$ cat config.mk
export PLATFORM = sky130hd
export DESIGN_NAME = snake_graphic_renderer
export DESIGN_NICKNAME = d
export VERILOG_FILES = /design/src/rtl/snake_graphic_renderer.sv
export SDC_FILE = /design/constraint.sdc
export NUM_CORES = 1
export LEC_CHECK = 0
export BUFFER_PORTS_ARGS = -buffer_cell sky130_fd_sc_hd__buf_2
export CAP_MARGIN = 20
export CORE_ASPECT_RATIO = 0.7
export CORE_MARGIN = 8
export CORE_UTILIZATION = 40
export DETAILED_ROUTE_END_ITERATION = 6
export SETUP_SLACK_MARGIN = 0.3
export SLEW_MARGIN = 0
export SYNTH_ARGS = -nofsm -noshare
export SYNTH_HDL_FRONTEND = slang
export SYNTH_SLANG_ARGS = --single-unit
$ cat constraint.sdc
create_clock -name clock_25 -period 11.1 [get_ports clock_25]
set_input_delay 1.11 -clock clock_25 [delete_from_list [all_inputs] [get_ports clock_25]]
set_output_delay 1.11 -clock clock_25 [all_outputs]
set_load 0.01 [all_outputs]
$ cat src/rtl/snake_graphic_renderer.sv
// snake_graphic_renderer
//   Pixel renderer for Snake on a 640x480 raster, 8x8-pixel blocks (80x60).
//   Every output is registered and reflects the X/Y seen on the previous
//   clock edge.
//
// Ports
//   clock_25        in   pixel clock, rising edge
//   reset           in   asynchronous active-high reset
//   X, Y            in   current scan position
//   snake_head_x/y  in   head block coordinates
//   snake_body_x/y  in   body segment being loaded
//   fruit_x/y       in   fruit block coordinates
//   en_snake_body   in   body load strobe (one segment per cycle)
//   snake_length    in   number of valid body segments
//   game_enable     out  pixel valid: game_data is meaningful when high
//   game_data       out  colour code (00 black, 01 green, 10 red, 11 white)
//   game_area       out  pixel inside the visible area
//   semaforo        out  vertical blank: safe window to update positions
//   selected_figure out  00 background, 01 head, 10 body, 11 fruit
//   x_block/y_block out  block coordinates
//   x_local/y_local out  pixel position inside the block
//
// Build option
//   BORDER_EN : when defined, the outermost ring of blocks draws a white
//               border that overrides every figure.
//
// Output timing: there is no backpressure. game_enable acts as a valid
// strobe for the colour sampled that cycle; the consumer must take it.

module snake_graphic_renderer #(
    parameter int PIXEL_DISPLAY_BIT = 9,
    parameter int H_ACTIVE          = 640,
    parameter int V_ACTIVE          = 480,
    parameter int MAX_BODY          = 16
) (
    input  logic                       clock_25,
    input  logic                       reset,
    input  logic [PIXEL_DISPLAY_BIT:0] X,
    input  logic [PIXEL_DISPLAY_BIT:0] Y,
    input  logic [6:0]                 snake_head_x,
    input  logic [6:0]                 snake_head_y,
    input  logic [6:0]                 snake_body_x,
    input  logic [6:0]                 snake_body_y,
    input  logic [6:0]                 fruit_x,
    input  logic [6:0]                 fruit_y,
    input  logic                       en_snake_body,
    input  logic [3:0]                 snake_length,
    output logic                       game_enable,
    output logic [1:0]                 game_data,
    output logic                       game_area,
    output logic                       semaforo,
    output logic [1:0]                 selected_figure,
    output logic [6:0]                 x_block,
    output logic [6:0]                 y_block,
    output logic [2:0]                 x_local,
    output logic [2:0]                 y_local
);

    localparam int PW    = PIXEL_DISPLAY_BIT + 1;
    localparam int IDX_W = $clog2(MAX_BODY);
    localparam logic [PW-1:0]    H_LIM    = PW'(H_ACTIVE);
    localparam logic [PW-1:0]    V_LIM    = PW'(V_ACTIVE);
    localparam logic [IDX_W-1:0] IDX_LAST = IDX_W'(MAX_BODY - 1);

    logic [6:0]       body_x [MAX_BODY];
    logic [6:0]       body_y [MAX_BODY];
    logic [IDX_W-1:0] load_idx;

    // Combinational view of the current scan position
    logic [6:0] xb_n, yb_n;
    logic [2:0] xl_n, yl_n;
    logic       area_n, sem_n;
    logic       head_hit, body_hit, fruit_hit;
    logic [1:0] fig_n, data_n;

    assign xb_n   = X[PIXEL_DISPLAY_BIT:3];
    assign yb_n   = Y[PIXEL_DISPLAY_BIT:3];
    assign xl_n   = X[2:0];
    assign yl_n   = Y[2:0];
    assign area_n = (X < H_LIM) && (Y < V_LIM);
    assign sem_n  = (Y >= V_LIM);

    assign head_hit  = (xb_n == snake_head_x) && (yb_n == snake_head_y);
    assign fruit_hit = (xb_n == fruit_x) && (yb_n == fruit_y);

    // Only the first snake_length entries are live; stale entries beyond
    // that are kept in the table but never drawn.
    always_comb begin
        body_hit = 1'b0;
        for (int i = 0; i < MAX_BODY; i++) begin
            if ((i < int'(snake_length)) && (body_x[i] == xb_n) && (body_y[i] == yb_n))
                body_hit = 1'b1;
        end
    end

`ifdef BORDER_EN
    logic border_hit;
    assign border_hit = (xb_n == 7'd0) || (xb_n == 7'(H_ACTIVE / 8 - 1)) ||
                        (yb_n == 7'd0) || (yb_n == 7'(V_ACTIVE / 8 - 1));
`endif

    always_comb begin
        fig_n  = 2'b00;
        data_n = 2'b00;
        if (area_n) begin
            if (head_hit) begin
                fig_n  = 2'b01;
                // eyes
                data_n = (xl_n == 3'd5 && (yl_n == 3'd2 || yl_n == 3'd5)) ? 2'b11 : 2'b01;
            end else if (body_hit) begin
                fig_n  = 2'b10;
                // one-pixel gap on the top/left edge separates segments
                data_n = (xl_n == 3'd0 || yl_n == 3'd0) ? 2'b00 : 2'b01;
            end else if (fruit_hit) begin
                fig_n  = 2'b11;
                // rounded corners
                data_n = ((xl_n == 3'd0 || xl_n == 3'd7) && (yl_n == 3'd0 || yl_n == 3'd7)) ? 2'b00 : 2'b10;
            end
`ifdef BORDER_EN
            if (border_hit) begin
                fig_n  = 2'b00;
                data_n = 2'b11;
            end
`endif
        end
    end

    always_ff @(posedge clock_25 or posedge reset) begin
        if (reset) begin
            game_enable     <= 1'b0;
            game_data       <= 2'b00;
            game_area       <= 1'b0;
            semaforo        <= 1'b0;
            selected_figure <= 2'b00;
            x_block         <= 7'd0;
            y_block         <= 7'd0;
            x_local         <= 3'd0;
            y_local         <= 3'd0;
            load_idx        <= '0;
            for (int i = 0; i < MAX_BODY; i++) begin
                body_x[i] <= 7'd0;
                body_y[i] <= 7'd0;
            end
        end else begin
            game_enable     <= area_n;
            game_data       <= data_n;
            game_area       <= area_n;
            semaforo        <= sem_n;
            selected_figure <= fig_n;
            x_block         <= xb_n;
            y_block         <= yb_n;
            x_local         <= xl_n;
            y_local         <= yl_n;
            // Serial load: index runs while the strobe is held and restarts
            // from 0 as soon as it drops; past the end it keeps rewriting
            // the last entry.
            if (en_snake_body) begin
                body_x[load_idx] <= snake_body_x;
                body_y[load_idx] <= snake_body_y;
                if (load_idx != IDX_LAST)
                    load_idx <= load_idx + 1'b1;
            end else begin
                load_idx <= '0;
            end
        end
    end

endmodule

# Word-level counts from Yosys, hierarchy flattened
# Index checks and enable logic that the tools add are counted.
[word_totals] in_bits=69 output_inout_bits=27 wordCells=178 ff_bits=254
[op_classes] eq_ne=41 n_mux=32 n_reduce_logical=42 bitwise_logic=1 n_addsub=1 n_lt_le_gt_ge=20
[op_table] operator="$eq 7x7->1" count=34
[op_table] operator="$bwmux 112" count=2
[op_table] operator="$logic_and 1x1->1" count=36
[op_table] operator="$demux 7 s4" count=1
[op_table] operator="$lt 4x4->1 const A" count=7
[op_table] operator="$mux 2" count=10
[op_table] operator="$lt 3x4->1 const A" count=4
[op_table] operator="$mux 1" count=16
[op_table] operator="$eq 3x3->1 const B" count=4
[op_table] operator="$ge 10x9->1 const B" count=1
[op_table] operator="$lt 10x10->1 const B" count=1
[op_table] operator="$lt 10x9->1 const B" count=1
[op_table] operator="$lt 1x4->1 const A" count=2
[op_table] operator="$lt 2x4->1 const A" count=2
[op_table] operator="$mux 4" count=2
[op_table] operator="$mux 7" count=1
[op_table] operator="$logic_not 3->1" count=2
[op_table] operator="$ge 5x5->1 const B" count=1
[op_table] operator="$lt 5x1->1 const B" count=1
[op_table] operator="$not 4->5" count=1
[op_table] operator="$add 4x1->4 const B" count=1
[op_table] operator="$logic_or 1x1->1" count=4
[op_table] operator="$ne 4x4->1 const B" count=1
[op_table] operator="$eq 3x2->1 const B" count=1
[op_table] operator="$ne 2x1->1 const B" count=1

# Depth between registers and ports, before layout
# Gate-level depths: netlist of the first run.
[depth] ltp_word=21 ltp_mapped=9 depth_no_buf=7

# Least setup slack after synthesis of the first run
# OpenSTA, ideal clock, no wires.
[synth_timing] kind="in2reg" from="in Y[5]" to="reg game_data[1]" path_stages=8 setup_ns=0.078 required_time_ns=11.022 slack_ns=8.207 n_path_buf=2 t_arrival_ns=2.815 cell_sequence="buf_2 -> buf_2 -> xnor2_1 -> nand4_1 -> nor3_2 -> inv_1 -> or4_1 -> a21oi_1"
[synth_between] elab_chain_cells=20 elab_cells_between_ends=55 classes_between="order compare: 1; eq/ne: 17; mux: 19; reduce/logical: 18"
[synth_lines] item="start, declared" line="39" rtl="input logic [PIXEL_DISPLAY_BIT:0] Y,"
[synth_lines] item="$eq 7x7->1" line="91" rtl="if ((i < int'(snake_length)) && (body_x[i] == xb_n) && (body_y[i] == yb_n))"
[synth_lines] item="$logic_and 1x1->1" line="91"
[synth_lines] item="$mux 1 (15 in a row)" line="91"
[synth_lines] item="$mux 2" line="110" rtl="end else if (body_hit) begin"
[synth_lines] item="$mux 2" line="106" rtl="if (head_hit) begin"
[synth_lines] item="$mux 2 (*)" line="105" rtl="if (area_n) begin"
[synth_lines] item="named net data_n[1]" line="74" rtl="logic [1:0] fig_n, data_n;"
[synth_lines] item="end signal, assigned" line="146" rtl="game_data <= data_n;"
[synth_lines] item="end, declared" line="49" rtl="output logic [1:0] game_data,"
# Mark *: on every way through the listed nets, which the timed path passes. The rest lies on a longest branch.
# A chain may end at the register's enable or synchronous reset.

# Final worst setup path of the first run
[layout_timing] from="in X[9]" to="reg selected_figure[1]"
[layout_between] elab_chain_cells=21 elab_cells_between_ends=70 classes_between="order compare: 1; eq/ne: 17; mux: 19; reduce/logical: 33"
[layout_lines] item="start, declared" line="38" rtl="input logic [PIXEL_DISPLAY_BIT:0] X,"
[layout_lines] item="$eq 7x7->1" line="91"
[layout_lines] item="$logic_and 1x1->1 (2 in a row)" line="91"
[layout_lines] item="$mux 1 (15 in a row)" line="91"
[layout_lines] item="$mux 2" line="110"
[layout_lines] item="$mux 2" line="106"
[layout_lines] item="$mux 2 (*)" line="105"
[layout_lines] item="named net fig_n[1]" line="74"
[layout_lines] item="end signal, assigned" line="149" rtl="selected_figure <= fig_n;"
[layout_lines] item="end, declared" line="52" rtl="output logic [1:0] selected_figure,"
# Marks and branches as above.

==> flow_summary.yaml, run 1 <==
synthesis:
  syn-cell-area_um2: 11770
  synthMuxAreaShare: 0.2017
  ys.flop_type: "dfrtp_1"
  synth_fp_nets: 997
  synthXorXnorAreaFrac: 0.1778
  synth_top_family_by_area: "multiplexers"
  synthSimpleGateAreaFrac: 0.06633
  seq_area_frac_synth: 0.5102
  syn-mean-instance-area_um2: 12.74
  synth-edff-count: 0
  synth-adder-area-share: 0.004252
  async_flop_share: 1.000
  synth_cells: 924
  ys_types: 34
  synth_warnings: 0
  synth_compound_area_frac: 0.01063
  yosys_register_bits: 240
worst_setup_path:
  crit_path_start_kind: "primary input"
  worstSetupEndpointType: "register"
  critical_path.max_stage_delay_ns: 0.65
  crit_required_ns: 11.57
  cp_common_cell: "buf_2"
  crit_arrival_ns: 3.77
  crit_path_max_fanout: 19
  path_cells: "buf_2 -> xnor2_1 -> nand4_1 -> or4_1 -> o32ai_1 -> nor4_1 -> buf_2 -> and3_1 -> nor3_2"
  worst-setup-path-type: "in2reg"
  crit_path_top_delay_cell: "buf_2"
die:
  coreArea_um2: 28950
  top_level_ports: 96
  die_area_um2: 35260
  die_w_um: 221.0
  die_h_um: 159.5
  start_util: 0.4066
  rows: 52
sta:
  finalSetupTns_ns: 0
  period_needed_ns: 3.302
  slew_headroom: 0.1979
  worst_slack_ns: 7.798
  finalSetupViolCount: 0
  finalCritPeriodShare: 0.2975
  rsz0062_at_grt: "no"
  fmax_mhz: 302.9
  drv_slew: 0
  fin_worst_skew_ns: 0.02245
  finalHoldViolations: 0
  tightestPinTransition_ns: 1.192
job:
  max-cap-violations: 0
drt:
  met2_length_um: 14420
  met1Wirelength_um: 17010
  drt_iter0_drc: 450
  wirelength_um: 33530
  drc: 0
  vias_per_cell: 5.368
  ant_nets: 0
  wire_per_inst_um: 24.21
  met3WireLength_um: 1688
  drt-pass1-iter-count: 5
  highest_layer: "met4"
  vias: 7435
clock_tree:
  clk_pin_slew_ns: 0.06
  clk_latency_ns: 0.54
  root_buffer: "clkbuf_16"
  ctsResizeCount: 0
  clock-sinks: 240
  cts.path.max_buffers: 3
  numCtsBuffers: 25
  h-tree-depth: 1
  hold_buffers: 0
  post-cts-setup-buffers: 0
  cts_tree: "done"
finish:
  area_growth_pct: 13.43
  antenna_cells: 0
  ff_latch_area_um2: 6006
  nFillCells: 2634
  multi_input_area_um2: 5444
  utilization: 0.4612
  drive_gt1_frac: 0.3605
  num-nets-final: 1062
placed_design:
  place.gp.congestion: 0.7805
  post-place-ws_ns: 7.307
  io_buffer_count: 95
  dp_hpwl_um: 20330
grt:
  grt_max_degree: 106
  grt_pass1_vias: 7668
  antenna_found_initial: 0
  grt_pass1_wl_um: 50690
  grt_use_total: 0.1880
  gr-total-overflow: 0
pwr:
  leakage_nw: 6.285
  ir_drop_uv: 103.8
  p_per_area_nw_per_um2: 175.5
  power.total_mw: 2.343
hold_path:
  min_path_type: "reg2reg"
status:
  status: "completed"
==> state kept, by name, summed over array words and instances (netlist names) <==
register         cells
selected_figure      2
game_data            2
x_local              3
y_block              7
semaforo             1
body_x             105
y_local              3
x_block              7
game_area            1
body_y             105
load_idx             4
==> cells in the mapped netlist (4+ instances only) <==
cell type  count  area share
nand4_1       34       0.018
o21ai_0        4      0.0017
or4_1          5      0.0032
nand3_1       17      0.0072
inv_1          8      0.0026
nor4_1        36       0.019
ha_1           4      0.0043
nor3_1        16      0.0068
a21oi_1        7      0.0030
nand2_1       12      0.0038
xnor2_1       82       0.061
dfrtp_1      240        0.51
clkbuf_1      35       0.011
nor2_1         9      0.0029
mux2_2       210        0.20
xor2_1       157        0.12
buf_2         18      0.0077
buf_4         10      0.0064
==> critical path: cells and delay by family <==
family | cells | cell delay, ns
compound gates | 1 | 0.48
xor+xnor | 1 | 0.21
buf+inv | 2 | 0.87
simple gates | 5 | 1.08
==> kinds of logic after synthesis <==
logic type / after synthesis
buffers and inverters: 73
muxes: 211
DFF: 240
xor gates and xnor gates: 239
and+or+nand+nor: 137
AOI/OAI and AO/OA: 20
adders and majority gates: 4
==> power by group <==
| part | switching (mW) | total [mW] | internal [mW] |
|---|---|---|---|
| clock network | 0.361 | 0.878 | 0.517 |
| logic | 0.186 | 0.379 | 0.193 |
| registers | 0.0835 | 1.09 | 1.00 |
| total | 0.630 | 2.34 | 1.71 |
==> per-stage QoR <==
stage               hold slack [ns]  instance area, um^2  std cells
floorplan                    0.4995                11770        924
global placement             0.5077                12470       1337
detailed placement           0.5135                12490       1339
CTS                          0.5275                13340       1384
global route                 0.5343                13350       1385
finish                       0.5237                13350       1385
==> per-layer routing <==
metal | up-vias | global-route usage
met1 | 3885 | 0.2840
met4 | 0 | 0.03026
met5 | - | 0
met2 | 179 | 0.2813
met3 | 31 | 0.03184
li1 | 3340 | -
==> final cells by class <==
type / count / share of cell area
Sequential cell: 240 / 0.4498
Tap cell: 378 / 0.03542
Clock inverter: 13 / 0.01143
Multi-Input combinational cell: 611 / 0.4077
Inverter: 8 / 0.002811
Timing Repair Buffer: 103 / 0.04020
Clock buffer: 32 / 0.05257
==> final timing paths <==
check | slack [ns] | to | start | depth (start not counted)
max | 7.80 | selected_figure[1] | X[9] | 9
max in group asynchronous | 8.88 | body_x[22] | reset | 3
min in group asynchronous | 0.69 | y_block[2] | reset | 2
min reg2reg | 0.52 | body_x[89] | body_x[89] | 1
max reg2reg | 8.66 | selected_figure[1] | body_y[94] | 7
min | 0.52 | body_x[89] | body_x[89] | 1
==> cell usage in the layout (no fill, tap or decap), types with 3 or more instances in the layout <==
master / count
bufinv_16: 3
dfrtp_1: 240
o21ai_0: 4
a21oi_1: 7
nor2_1: 9
clkbuf_8: 5
xor2_1: 157
nand2_1: 12
nand4_1: 34
inv_1: 7
nand3_1: 17
ha_1: 4
or4_1: 5
buf_4: 6
nor4_1: 36
buf_2: 96
xnor2_1: 82
clkinv_2: 6
mux2_2: 210
nor3_1: 12
clkbuf_16: 25
nor3_2: 6
No activity file was read; power rests on OpenSTA's default activity.
==> inputs of run 2 (changes only) <==
- clock period: 11.1 -> 2.8 ns (I/O delays scaled with it)
==> flow_summary.yaml, run 2 (same netlist as run 1, synthesis figures left out) <==
clock_tree:
  clk_latency_ns: 0.53
  cts_tree: "done"
  post-cts-setup-buffers: 0
  root_buffer: "clkbuf_16"
  clk_pin_slew_ns: 0.06
  numCtsBuffers: 25
  cts.path.max_buffers: 3
  clock-sinks: 240
  h-tree-depth: 1
pwr:
  p_per_area_nw_per_um2: 676.6
  clockPowerShare: 0.373
  swShare: 0.2683
  p_int_mw: 6.908
  comb_power_share: 0.171
  p_sw_mw: 2.533
  ir_drop_uv: 443.3
  p_seq_frac: 0.457
  leakage_nw: 6.624
status:
  status: "completed"
grt:
  antenna_found_initial: 3
  grt_use_total: 0.1975
  grt_pass1_vias: 8161
  grt_pass1_wl_um: 53380
  gr-total-overflow: 0
  grt_max_degree: 49
worst_setup_path:
  crit_path_max_fanout: 6
  crit_arrival_ns: 2.82
  crit_path_start_kind: "primary input"
  reg2reg_depth: 8
  critical_path.max_stage_delay_ns: 0.55
  worst-setup-path-type: "in2reg"
  crit_path_top_delay_cell: "or4_1"
  crit_required_ns: 3.26
  worstSetupEndpointType: "register"
  path_cells: "dlygate4sd3_1 -> buf_2 -> xnor2_1 -> nand4_1 -> or4_1 -> o32ai_1 -> nor4_1 -> buf_4 -> and3_1 -> nor3_2"
drt:
  wire_per_inst_um: 24.25
  drt-pass1-iter-count: 5
  drt_iter0_drc: 588
  ant_nets: 0
  drc: 0
  vias_per_cell: 5.334
  wirelength_um: 35230
  vias: 7751
finish:
  drive_gt1_frac: 0.3879
  num-nets-final: 1129
  utilization: 0.4819
  reg_top3: "body_x (105), body_y (105)"
  nFillCells: 2642
  final_common_cell: "dfrtp_1"
  antenna_cells: 0
  area_growth_pct: 18.54
  layout_common_cells: "dfrtp_1, mux2_2, xor2_1"
sta:
  finalSetupViolCount: 0
  rsz0062_at_grt: "no"
  fin_worst_skew_ns: 0.01651
  period_needed_ns: 2.358
  tightestPinTransition_ns: 0.7940
  finalCritPeriodShare: 0.8420
  finalSetupTns_ns: 0
  fmax_mhz: 424.2
  slew_headroom: 0.4707
  drv_slew: 0
  finalHoldViolations: 0
die:
  die_h_um: 159.5
  coreArea_um2: 28950
  die_area_um2: 35260
  rows: 52
  start_util: 0.4066
  top_level_ports: 96
  die_w_um: 221.0
hold_path:
  min_path_type: "in2reg"
  holdPathStages: 1
job:
  max-cap-violations: 0
placed_design:
  dp_hpwl_um: 23830
  place.gp.congestion: 0.8162
  io_buffer_count: 95
-- run 2: cell count changes in the layout (fill, tap and decap cells not counted), sizes merged --
cell,previous run,this run
buf,103,159
clkinv,7,5
clkinvlp,2,1
dlygate4sd3,0,11
inv,9,8
clkbuf,32,37
-- run 2: power by group through the flow --
stage	clock network (mW)	logic [mW]	registers, mW
after floorplan	0	1.14	4.30
after global routing	3.71	1.76	4.38
after CTS	3.59	1.62	4.31
after global placement	0	1.58	4.36
final	3.52	1.61	4.31
after detailed placement	0	1.60	4.37
-- run 2: path summary, 6_finish.rpt --
path	startpoint	endpoint	slack, ns
setup / recovery	Y[5]	selected_figure[1]	0.44
hold / removal	X[9]	x_block[6]	0.01
setup reg to reg	body_y[63]	selected_figure[1]	0.48
hold reg to reg	body_x[45]	body_x[45]	0.52
max in group asynchronous	reset	body_y[55]	1.58
min in group asynchronous	reset	body_x[82]	0.45
-- run 2: what timing repair did --
action / CTS / global route
setup endpoints to repair: 0 / 2
endpoints found under the hold margin: 27 / 1
gates resized for setup: 0 / 1
hold buffers: 10 / 1
-- run 2: cell type report --
class                   instances  area [um^2]  area share
clock inverters                 9        123.9    0.008877
inverters                       8        33.78    0.002421
well taps                     378        473.0     0.03390
multi-input cells             611         5444      0.3902
repair buffers                170         1132     0.08115
clock buffers                  37        740.7     0.05308
flip-flops and latches        240         6006      0.4304
-- run 2: worst max-delay path: cells and delay by family --
kind                   cells  cell delay [ns]
AND/OR/NAND/NOR            5             1.05
XOR/XNOR                   1             0.15
buffers and inverters      3             0.94
AO/OA/AOI/OAI              1             0.39
-- run 2: stage by stage --
stage | power (mW) | hold slack [ns] | std cells | area, um^2 | worst slack [ns]
floorplan | 5.440 | 0.3114 | 924 | 11780 | -0.6278
global placement | 5.942 | 0.4285 | 1396 | 12970 | 0.4208
detailed placement | 5.970 | 0.4355 | 1396 | 12970 | 0.3825
CTS | 9.518 | 0.001409 | 1452 | 13940 | 0.4598
global route | 9.842 | 0.003667 | 1453 | 13950 | 0.3301
finish | 9.441 | 0.01242 | 1453 | 13950 | 0.4425
-- run 2: per-layer routing --
| layer | part of all wire | vias to the layer above | global-route usage |
|---|---|---|---|
| met5 | 0 | - | 0 |
| met4 | 0.019 | 0 | 0.04266 |
| met3 | 0.055 | 51 | 0.03404 |
| met2 | 0.43 | 212 | 0.2967 |
| met1 | 0.49 | 4018 | 0.2930 |
| li1 | - | 3470 | - |
